--- src/rtl/dot_product_pkg.sv ---
// Shared constants and types for the dot_product_8_8x8 datapath and its feeder.
//   N : bits per element
//   M : elements per word (word width is M*N)
//   A : B memory address width (longest vector is 2**A-1 words)
//   S : accumulator width of the downstream dot-product stage
//   feed_state_t : feeder sequencer states
package dot_product_pkg;

  localparam int N = 8;
  localparam int M = 8;
  localparam int A = 10;
  localparam int S = 48;

  typedef enum logic [1:0] {
    IDLE   = 2'd0,
    LOAD_B = 2'd1,
    STREAM = 2'd2,
    DRAIN  = 2'd3
  } feed_state_t;

endpackage

--- src/rtl/dot_product_8_8x8_feeder_addr_counter.sv ---
// dp_feed_addr_counter: A-bit word index for the feeder.
// Loads a start value, increments on each accepted word and wraps to zero after
// the word at limit-1, so one counter serves both the B load and the A stream.
// Ports:
//   clk, rst        clock, asynchronous active-high reset
//   load, load_val  force idx to load_val (takes priority over inc)
//   inc             advance idx by one word
//   limit           vector length in words
//   idx             current word index
//   is_first        idx is the first word of a vector
//   is_last         idx is the last word of a vector
module dp_feed_addr_counter #(
  parameter int A = dot_product_pkg::A
) (
  input  logic         clk,
  input  logic         rst,
  input  logic         load,
  input  logic [A-1:0] load_val,
  input  logic         inc,
  input  logic [A-1:0] limit,
  output logic [A-1:0] idx,
  output logic         is_first,
  output logic         is_last
);

  assign is_first = (idx == '0);
  // Unsigned compare; limit is never 0 while the counter is in use.
  assign is_last  = (idx == limit - A'(1));

  always_ff @(posedge clk or posedge rst) begin
    if (rst) begin
      idx <= '0;
    end else if (load) begin
      idx <= load_val;
    end else if (inc) begin
      idx <= is_last ? '0 : idx + A'(1);
    end
  end

endmodule

--- src/rtl/dot_product_8_8x8_feeder.sv ---
// dot_product_8_8x8_feeder: upstream sequencer for dot_product_8_8x8.
// Loads i_len B words into the dot-product B memory, then streams A words with the
// matching B read address and first/last framing. i_reload lets the current A
// vector finish before a new B vector is loaded.
// Ports:
//   i_clk, i_reset           clock, asynchronous active-high reset
//   i_start, i_reload, i_len control pulses and vector length
//   i_b_data/valid, o_b_ready B load stream
//   i_a_data/valid, o_a_ready A stream
//   o_a, o_b, o_b_addr, o_wren, o_first, o_last  registered dot-product controls
//   o_busy       sequencer not idle
//   o_cfg_err    one-cycle pulse on a zero-length start/reload
//   o_vec_count  completed A vectors since reset
module dot_product_8_8x8_feeder
  import dot_product_pkg::*;
(
  input  logic           i_clk,
  input  logic           i_reset,
  input  logic           i_start,
  input  logic           i_reload,
  input  logic [A-1:0]   i_len,
  input  logic [M*N-1:0] i_b_data,
  input  logic           i_b_valid,
  output logic           o_b_ready,
  input  logic [M*N-1:0] i_a_data,
  input  logic           i_a_valid,
  output logic           o_a_ready,
  output logic [M*N-1:0] o_a,
  output logic [M*N-1:0] o_b,
  output logic [A-1:0]   o_b_addr,
  output logic           o_wren,
  output logic           o_first,
  output logic           o_last,
  output logic           o_busy,
  output logic           o_cfg_err,
  output logic [31:0]    o_vec_count
);

  feed_state_t  state, state_nx;
  logic [A-1:0] idx, len_q, len_pend, len_nx;
  logic         is_first, is_last;
  logic         cnt_load, len_load, pend_load, cfg_err_nx;
  logic         b_xfer, a_xfer;

  assign o_b_ready = (state == LOAD_B);
  assign o_a_ready = (state == STREAM) || (state == DRAIN);
  assign o_busy    = (state != IDLE);
  assign b_xfer    = i_b_valid && o_b_ready;
  assign a_xfer    = i_a_valid && o_a_ready;

  dp_feed_addr_counter #(.A(A)) u_addr (
    .clk      (i_clk),
    .rst      (i_reset),
    .load     (cnt_load),
    .load_val ('0),
    .inc      (b_xfer || a_xfer),
    .limit    (len_q),
    .idx      (idx),
    .is_first (is_first),
    .is_last  (is_last)
  );

  always_ff @(posedge i_clk or posedge i_reset) begin
    if (i_reset) begin
      state    <= IDLE;
      len_q    <= '0;
      len_pend <= '0;
    end else begin
      state <= state_nx;
      if (len_load)  len_q    <= len_nx;
      if (pend_load) len_pend <= i_len;
    end
  end

  always_comb begin
    state_nx   = state;
    cnt_load   = 1'b0;
    len_load   = 1'b0;
    len_nx     = len_q;
    pend_load  = 1'b0;
    cfg_err_nx = 1'b0;
    unique case (state)
      IDLE: begin
        if (i_start) begin
          if (i_len == '0) begin
            cfg_err_nx = 1'b1;
          end else begin
            state_nx = LOAD_B;
            cnt_load = 1'b1;
            len_load = 1'b1;
            len_nx   = i_len;
          end
        end
      end
      LOAD_B: begin
        if (b_xfer && is_last) state_nx = STREAM;
      end
      STREAM: begin
        if (i_reload) begin
          if (i_len == '0) begin
            cfg_err_nx = 1'b1;
          end else if ((a_xfer && is_last) || (!a_xfer && is_first)) begin
            // Vector boundary: either nothing in flight, or this word closes
            // the vector. Reload B directly with the new length.
            state_nx = LOAD_B;
            len_load = 1'b1;
            len_nx   = i_len;
          end else begin
            // Keep the old length until the drain finishes the current vector.
            state_nx  = DRAIN;
            pend_load = 1'b1;
          end
        end
      end
      DRAIN: begin
        if (a_xfer && is_last) begin
          state_nx = LOAD_B;
          len_load = 1'b1;
          len_nx   = len_pend;
        end
      end
      default: state_nx = IDLE;
    endcase
  end

  // ---- output register stage: one cycle after the accepted transfer ----
  always_ff @(posedge i_clk or posedge i_reset) begin
    if (i_reset) begin
      o_a         <= '0;
      o_b         <= '0;
      o_b_addr    <= '0;
      o_wren      <= 1'b0;
      o_first     <= 1'b0;
      o_last      <= 1'b0;
      o_cfg_err   <= 1'b0;
      o_vec_count <= '0;
    end else begin
      o_wren    <= b_xfer;
      o_cfg_err <= cfg_err_nx;
      if (b_xfer) begin
        o_b      <= i_b_data;
        o_b_addr <= idx;
      end else if (a_xfer) begin
        o_b_addr <= idx;
      end
      // A bubble presents a zero word so the accumulator is unaffected.
      if (a_xfer) begin
        o_a     <= i_a_data;
        o_first <= is_first;
        o_last  <= is_last;
      end else begin
        o_a     <= '0;
        o_first <= 1'b0;
        o_last  <= 1'b0;
      end
      o_vec_count <= o_vec_count + 32'(o_last);
    end
  end

endmodule

--- config.mk ---
export PLATFORM = sky130hd
export DESIGN_NAME = dot_product_8_8x8_feeder
export DESIGN_NICKNAME = d
export VERILOG_FILES = /design/src/rtl/dot_product_pkg.sv /design/src/rtl/dot_product_8_8x8_feeder_addr_counter.sv /design/src/rtl/dot_product_8_8x8_feeder.sv
export SDC_FILE = /design/constraint.sdc
export NUM_CORES = 1
export LEC_CHECK = 0
export CAP_MARGIN = 20
export CORE_ASPECT_RATIO = 0.8
export CORE_MARGIN = 10
export CORE_UTILIZATION = 65
export CTS_BUF_LIST = sky130_fd_sc_hd__clkbuf_4
export CTS_CLUSTER_SIZE = 16
export DETAILED_ROUTE_END_ITERATION = 10
export DONT_BUFFER_PORTS = 1
export GPL_ROUTABILITY_DRIVEN = 0
export PLACE_DENSITY_LB_ADDON = 0.15
export RECOVER_POWER = 100
export SYNTH_ARGS = -nofsm -noshare
export SYNTH_HDL_FRONTEND = slang
export SYNTH_SLANG_ARGS = --single-unit
--- constraint.sdc ---
create_clock -name i_clk -period 9.45 [get_ports i_clk]
set_input_delay 1.89 -clock i_clk [delete_from_list [all_inputs] [get_ports i_clk]]
set_output_delay 1.89 -clock i_clk [all_outputs]
set_load 0.01 [all_outputs]
## Word-level counts from Yosys, hierarchy flattened

Cells that the tools add are included.

- Flip-flop bits (word level): 206
- Latch bits: 0
- RAM bits: 0
- Memory bits (read-only): 0
- Bits of input ports: 144
- Output and inout bits: 177
- Logic and storage cells: 83
- Memories kept: 0

- Add/subtract/negate cells: 3
- $mul: 0
- Div/mod/pow operators: 0
- Magnitude comparators: 0
- Eq/ne operators: 11
- Shift-type cells: 0
- Mux-type cells: 39
- Bitwise logic cells: 0
- Reductions and logical operators: 18

Operator list:

| operator | number |
|---|---|
| $mux 10 | 11 |
| $mux 64 | 1 |
| $add 32x1->32 | 1 |
| $pmux 10 s3 | 1 |
| $logic_not 10->1 | 2 |
| $mux 1 | 16 |
| $mux 2 | 7 |
| $add 10x1->10 const B | 1 |
| $eq 10x10->1 | 1 |
| $sub 10x1->10 const B | 1 |
| $ne 2x2->1 const B | 4 |
| $pmux 2 s4 | 1 |
| $reduce_and 8->1 | 1 |
| $ne 2x1->1 const B | 3 |
| $reduce_and 6->1 | 1 |
| $reduce_bool 2->1 | 3 |
| $logic_and 1x1->1 | 5 |
| $eq 2x2->1 const B | 2 |
| $logic_or 1x1->1 | 3 |
| $pmux 1 s3 | 1 |
| $reduce_bool 3->1 | 1 |
| $eq 2x1->1 const B | 1 |
| $logic_not 2->1 | 1 |
| $pmux 1 s2 | 1 |
| $logic_not 1->1 | 1 |

## Logic depth before layout (Yosys ltp)

Gate-level depths: netlist (run 1).

- Depth in word-level cells: 11
- Gate-level depth with buffers: 11
- Gate-level depth less buffers: 9

## Cells and area by module

Synthesis (run 1) repeated with hierarchy kept, for this count alone.

- Cells, all modules: 653
- Area, all modules: 8,570.7 µm²

Modules (own cells, without submodules):

| module | instances | cells an instance | area an instance (µm²) | sequential area each (µm²) |
|---|---|---|---|---|
| dot_product_8_8x8_feeder | 1 | 515 | 7,445.9 | 4,904.7 |
| dp_feed_addr_counter | 1 | 138 | 1,124.8 | 250.2 |

## Least setup slack after synthesis (run 1)

No wires, ideal clock.

- Path kind: input to register
- From: in i_len[4]
- To: reg len_q[2]
- Library setup time: 125 ps
- Arrival time: 3,480 ps
- Required time: 9,325 ps
- Path slack: 5,845 ps
- Stages on the path: 7
- Buffers on the path: 0
- Cells stage by stage: nor4_1 -> nand3_1 -> a21oi_1 -> or3_1 -> nor3_1 -> o22ai_4 -> mux2_4

- Word-level cells in the longest chain between the ends: 5
- Elaborated cells on any way between the ends: 9
- Classes of those cells: 2 x eq/ne; 5 x mux; 2 x reduce/logical

Ends and longest elaborated chain:

| element | line | source |
|---|---|---|
| start: declaration | dot_product_8_8x8_feeder.sv:21 | `input logic [A-1:0] i_len,` |
| $logic_not 10->1 * | dot_product_8_8x8_feeder.sv:85, dot_product_8_8x8_feeder.sv:100 |  |
| $mux 1 (on tied branches) | dot_product_8_8x8_feeder.sv:100, dot_product_8_8x8_feeder.sv:85 |  |
| $mux 1 (on tied branches) | dot_product_8_8x8_feeder.sv:99, dot_product_8_8x8_feeder.sv:84 |  |
| $pmux 1 s3 | dot_product_8_8x8_feeder.sv:82 | `unique case (state)` |
| $reduce_and 8->1 (no line) * | - |  |
| end signal: assignment | dot_product_8_8x8_feeder.sv:70 | `if (len_load) len_q <= len_nx;` |
| end: declaration | dot_product_8_8x8_feeder.sv:40 | `logic [A-1:0] idx, len_q, len_pend, len_nx;` |

Every way passes the cells marked *; elsewhere a longest branch is shown, timed or not.
A chain may end at the register's enable or synchronous reset.

==> out/metrics.cfg, run 1 <==
[synth]
ys_seq_area_frac=0.613
ys.flop_type=dfrtp_1
yosysTopAreaCell=dfrtp_1
synth_commonest_cells=dfrtp_1 (206), mux2_2 (71), and2_1 (65)
syn-num-nets=805
synth-edff-count=0
synthesis.area_um2=8410
syn_inst=651
async_flop_share=1.00
yosys_warnings=0
synth_top_area_frac=0.613
yosysMostFrequentCell=dfrtp_1
synth.distinct_cells=52
postSynthAreaPerCell_um2=12.9
ys_ff_latch=206
synthTopCellsByArea=dfrtp_1 (61%), mux2_2 (9.5%), and2_1 (4.8%)

[detailed_routing]
drtAntennaViolNets=0
wire_per_inst_um=23.6
first_pass_iters=4
drtIter0Drc=337
wirelength_um=21100
vias=5108
drc=0
avgViaCountPerCell=5.73

[power_and_ir_drop]
leakage_nw=4.30
vdd_drop_max_uv=159
p_per_area_nw_per_um2=308

[setup_path]
worst-endpoint-arrival_ns=5.21
r2r_slack_ns=4.33
slowest_delay_ns=3.15
critical_path.cell_chain=clkinvlp_2
crit_buf_inv=1
critPathLaunchType=input port
cp_top_family=buffers and inverters
crit_type=input port to async pin
crit_path_max_fanout=138
required_ns=9.07
endpoint_kind=async pin
cp.depth=1
critPathSlowestCell=clkinvlp_2
reg2reg_depth=9

[die]
fp.coreArea_um2=12800
fp.dieW_um=147
io-pin-count=321
die_area_um2=17900
initial_utilization=0.658
die_h_um=122
fp-row-count=37

[grt]
grt_first_pass_wirelength_um=31300
grt_use_met3=0.0971
grt_pass1_vias=5323
grt_util_met1=0.246
grt_usage=0.221
grt_max_degree=139
grt_antenna_before_repair=3
use_met2=0.386
gr-max-usage-layer=met2
grt_overflow_total=0

[sta]
period_minus_slack_ns=5.59
setup_viol=0
drv_slew=277
setup_tns_ns=0
relSlewSlack=-2.90
tightest_slew_ns=5.81
holdWs_ns=0.491
timing.fmax_mhz=179
skew_ns=0.0251
finalHoldViolCount=0
rsz0062_at_grt=false
post-route-period-util=0.591

[cts]
cts.sinks=206
cts_tree=done
cts_resized=0
cts_buffers=49
htreeDepth=2
clkTransAtPathRegs_ns=0.06
clockRootBuffer=clkbuf_4
clk_latency_ns=0.59
cts_hold_buf=0
clk_path_buf_depth=3
cts_setup_buffers=0

[layout]
fin_nets=832
register_area_um2=5150
drive_gt1_frac=0.225
multiInputGateArea_um2=3080
fillers=913
syn_to_final_growth_pct=8.79

[place]
dp_hpwl_um=16000
portBuffers=0

[outcome]
violations=capacitance limit, slew limit
outcome=finished with violations

[hold_path]
min_path_cells=1
hold_path.class=register to register

[flow_run]
cap_violations=4

==> cells by family (layout without fill, tap and decap cells) <==
family          Yosys count  in the layout  share of synthesized area
xor+xnor                 44             44                     0.0467
fa+ha+maj                10             10                     0.0149
mux                      98             98                      0.133
other cells               0              2                          0
simple gates            211            211                      0.135
buf+inv                  42            106                     0.0193
compound gates           40             40                     0.0378
flops                   206            206                      0.613
==> cell type report <==
class | count | area share
well taps | 175 | 0.0239
clock inverters | 21 | 0.0120
inverters | 15 | 0.00629
repair buffers | 3 | 0.00164
clock buffers | 67 | 0.0550
flip-flops and latches | 206 | 0.564
multi-input cells | 403 | 0.337
diodes | 2 | 0.000547
==> sequential cells by signal, indices dropped and copies added, names as in the netlist <==
name	count
o_a	64
o_b	64
o_vec_count	32
len_pend	10
len_q	10
o_b_addr	10
u_addr.idx	10
state	2
o_cfg_err	1
o_first	1
o_last	1
o_wren	1
==> routing by layer <==
metal  up-vias  share of wire
met1      2569           0.36
met5         -        0.00062
met2       224           0.52
met4         2         0.0098
li1       2292              -
met3        21           0.10
==> worst register-to-register path, cell delays in order, from the launching register on <==
cell and delay, ns:
dfrtp_1 0.39, ha_1 0.57, inv_1 0.30, a21oi_4 0.20
clkbuf_1 1.60, nor2_1 0.26, nor2_1 0.23, nor3_1 0.08
o22ai_1 1.02, mux2_4 0.35
==> final timing paths <==
check                       startpoint     endpoint
max                            i_reset      o_a[51]
min                        len_pend[2]  len_pend[2]
max reg2reg                   state[0]     len_q[6]
min reg2reg                len_pend[2]  len_pend[2]
max in group i_clk           i_a_valid     len_q[6]
min in group asynchronous      i_reset      o_b[18]
==> cell usage in the layout (no fill, tap or decap), drive strengths merged, types with 10 or more instances in the layout <==
cell type / n
inv: 14
nand2: 53
mux2i: 10
clkbuf: 69
dfrtp: 206
clkinv: 20
mux2: 88
nor2: 29
xnor2: 28
xor2: 16
nand3: 20
ha: 10
and3: 10
and2: 66
==> where the power goes <==
part / total [mW] / switching [mW] / internal, mW / leakage, nW
Sequential: 1.45 / 0.315 / 1.14 / 2.66
Clock: 0.689 / 0.331 / 0.358 / 0.363
Combinational: 0.678 / 0.340 / 0.338 / 1.27
==> per-stage QoR <==
| step | cell area [um2] | worst slack, ns | power (mW) | util | std cells |
|---|---|---|---|---|---|
| floorplan | 8410 | 1.94 | 1.95 | - | 651 |
| global placement | 8560 | 5.55 | 2.11 | 0.670 | 802 |
| finish | 9150 | 3.86 | 2.82 | 0.716 | 892 |
| detailed placement | 8560 | 5.41 | 2.16 | 0.670 | 802 |
| CTS | 9180 | 5.45 | 2.85 | 0.718 | 890 |
| global route | 9150 | 2.98 | 2.99 | 0.716 | 892 |
(Power assumes the default switching activity.)
==> run 2, diff against run 1 <==
- clock period: 9.45 -> 5.6 ns (I/O delays scaled with it)
==> out/metrics.cfg, run 2 (same netlist as run 1, synthesis figures left out) <==
[outcome]
outcome=finished with violations
violations=capacitance limit, slew limit

[detailed_routing]
wirelength_um=21500
drtAntennaViolNets=0
drc=0
avgViaCountPerCell=5.76
wire_per_inst_um=24.1
vias=5135
drtIter0Drc=284
first_pass_iters=5

[cts]
clk_latency_ns=0.61
cts_resized=0
clkTransAtPathRegs_ns=0.06
cts_buffers=49
cts.sinks=206
cts_tree=done
cts_hold_buf=0
clk_path_buf_depth=3
cts_setup_buffers=0
htreeDepth=2
clockRootBuffer=clkbuf_4

[setup_path]
cp_top_family=compound AO/OA/AOI/OAI gates
required_ns=6.06
path_common_cell=nor2_1
critPathSlowestCell=o22ai_1
crit_buf_inv=1
worst-endpoint-arrival_ns=4.55
critical_path.cell_chain=ha_1, inv_1, a21oi_1, nor2_1, nor2_1, nor3_1, o22ai_1, mux2_4
crit_path_max_fanout=16
endpoint_kind=register
crit_type=register to register
critPathLaunchType=register
slowest_delay_ns=1.02

[sta]
setup_tns_ns=0
post-route-period-util=0.730
holdWs_ns=0.489
timing.fmax_mhz=245
rsz0062_at_grt=false
finalHoldViolCount=0
skew_ns=0.0371
fin_ws_ns=1.51
drv_slew=233
relSlewSlack=-0.613
setup_viol=0
tightest_slew_ns=2.42
period_minus_slack_ns=4.09

[place]
dpl_cell_area_um2=8570
dp_hpwl_um=16600
dp.cells=803
place_ws_ns=1.86
portBuffers=0

[hold_path]
hold_path.class=register to register

[layout]
drive_gt1_frac=0.229
fin_util=0.716
mostFrequentLayoutCells=dfrtp_1 (206), clkbuf_4 (72), mux2_2 (71)
syn_to_final_growth_pct=8.85
fillers=923
fin_cells=892
final_common_cell=dfrtp_1
fin_nets=834
finish.instance_area_um2=9150
biggestRegsByFlops=o_a (64), o_b (64), o_vec_count (32)

[die]
fp-row-count=37
die_h_um=122
io-pin-count=321
fp.dieW_um=147
die_area_um2=17900
initial_utilization=0.658
fp.coreArea_um2=12800

[power_and_ir_drop]
vdd_drop_max_uv=286
fin_total_pwr_mw=4.78
p_per_area_nw_per_um2=522
leakage_nw=4.31

[flow_run]
cap_violations=4

[grt]
grt_antenna_before_repair=1
grt_overflow_total=0
grt_pass1_vias=5271
grt_max_degree=83
grt_first_pass_wirelength_um=32100
grt_usage=0.226

## run 2: metal layers
layer  part of all wire  global-route usage
met4             0.0097              0.0488
met2               0.52               0.388
met5                  0                   0
met3               0.10              0.0948
met1               0.37               0.264
## run 2: layout make-up
type,count,area [um2],share of cell area
sequential,206,5150,0.563
multi-input combinational,403,3070,0.336
clock buffer,72,541,0.0591
tap,175,219,0.0239
clock inverter,14,80.1,0.00875
inverter,15,57.6,0.00629
timing repair buffer,5,23.8,0.00260
antenna,2,5.00,0.000547
## run 2: final timing paths
kind / startpoint / end / slack (ns) / cells past startpoint
worst min register to register: len_pend[7] / len_pend[7] / 0.49 / 1
worst max register to register: state[0] / len_q[2] / 1.51 / 8
max in group asynchronous: i_reset / len_pend[4] / 2.05 / 2
worst max-delay path: state[0] / len_q[2] / 1.51 / 8
worst min-delay path: len_pend[7] / len_pend[7] / 0.49 / 1
min in group asynchronous: i_reset / o_vec_count[25] / 0.70 / 1
## run 2: where the power goes
group,leakage [nW],internal (mW),switching (mW)
combinational,1.27,0.559,0.573
sequential,2.66,1.92,0.541
clock,0.368,0.634,0.555
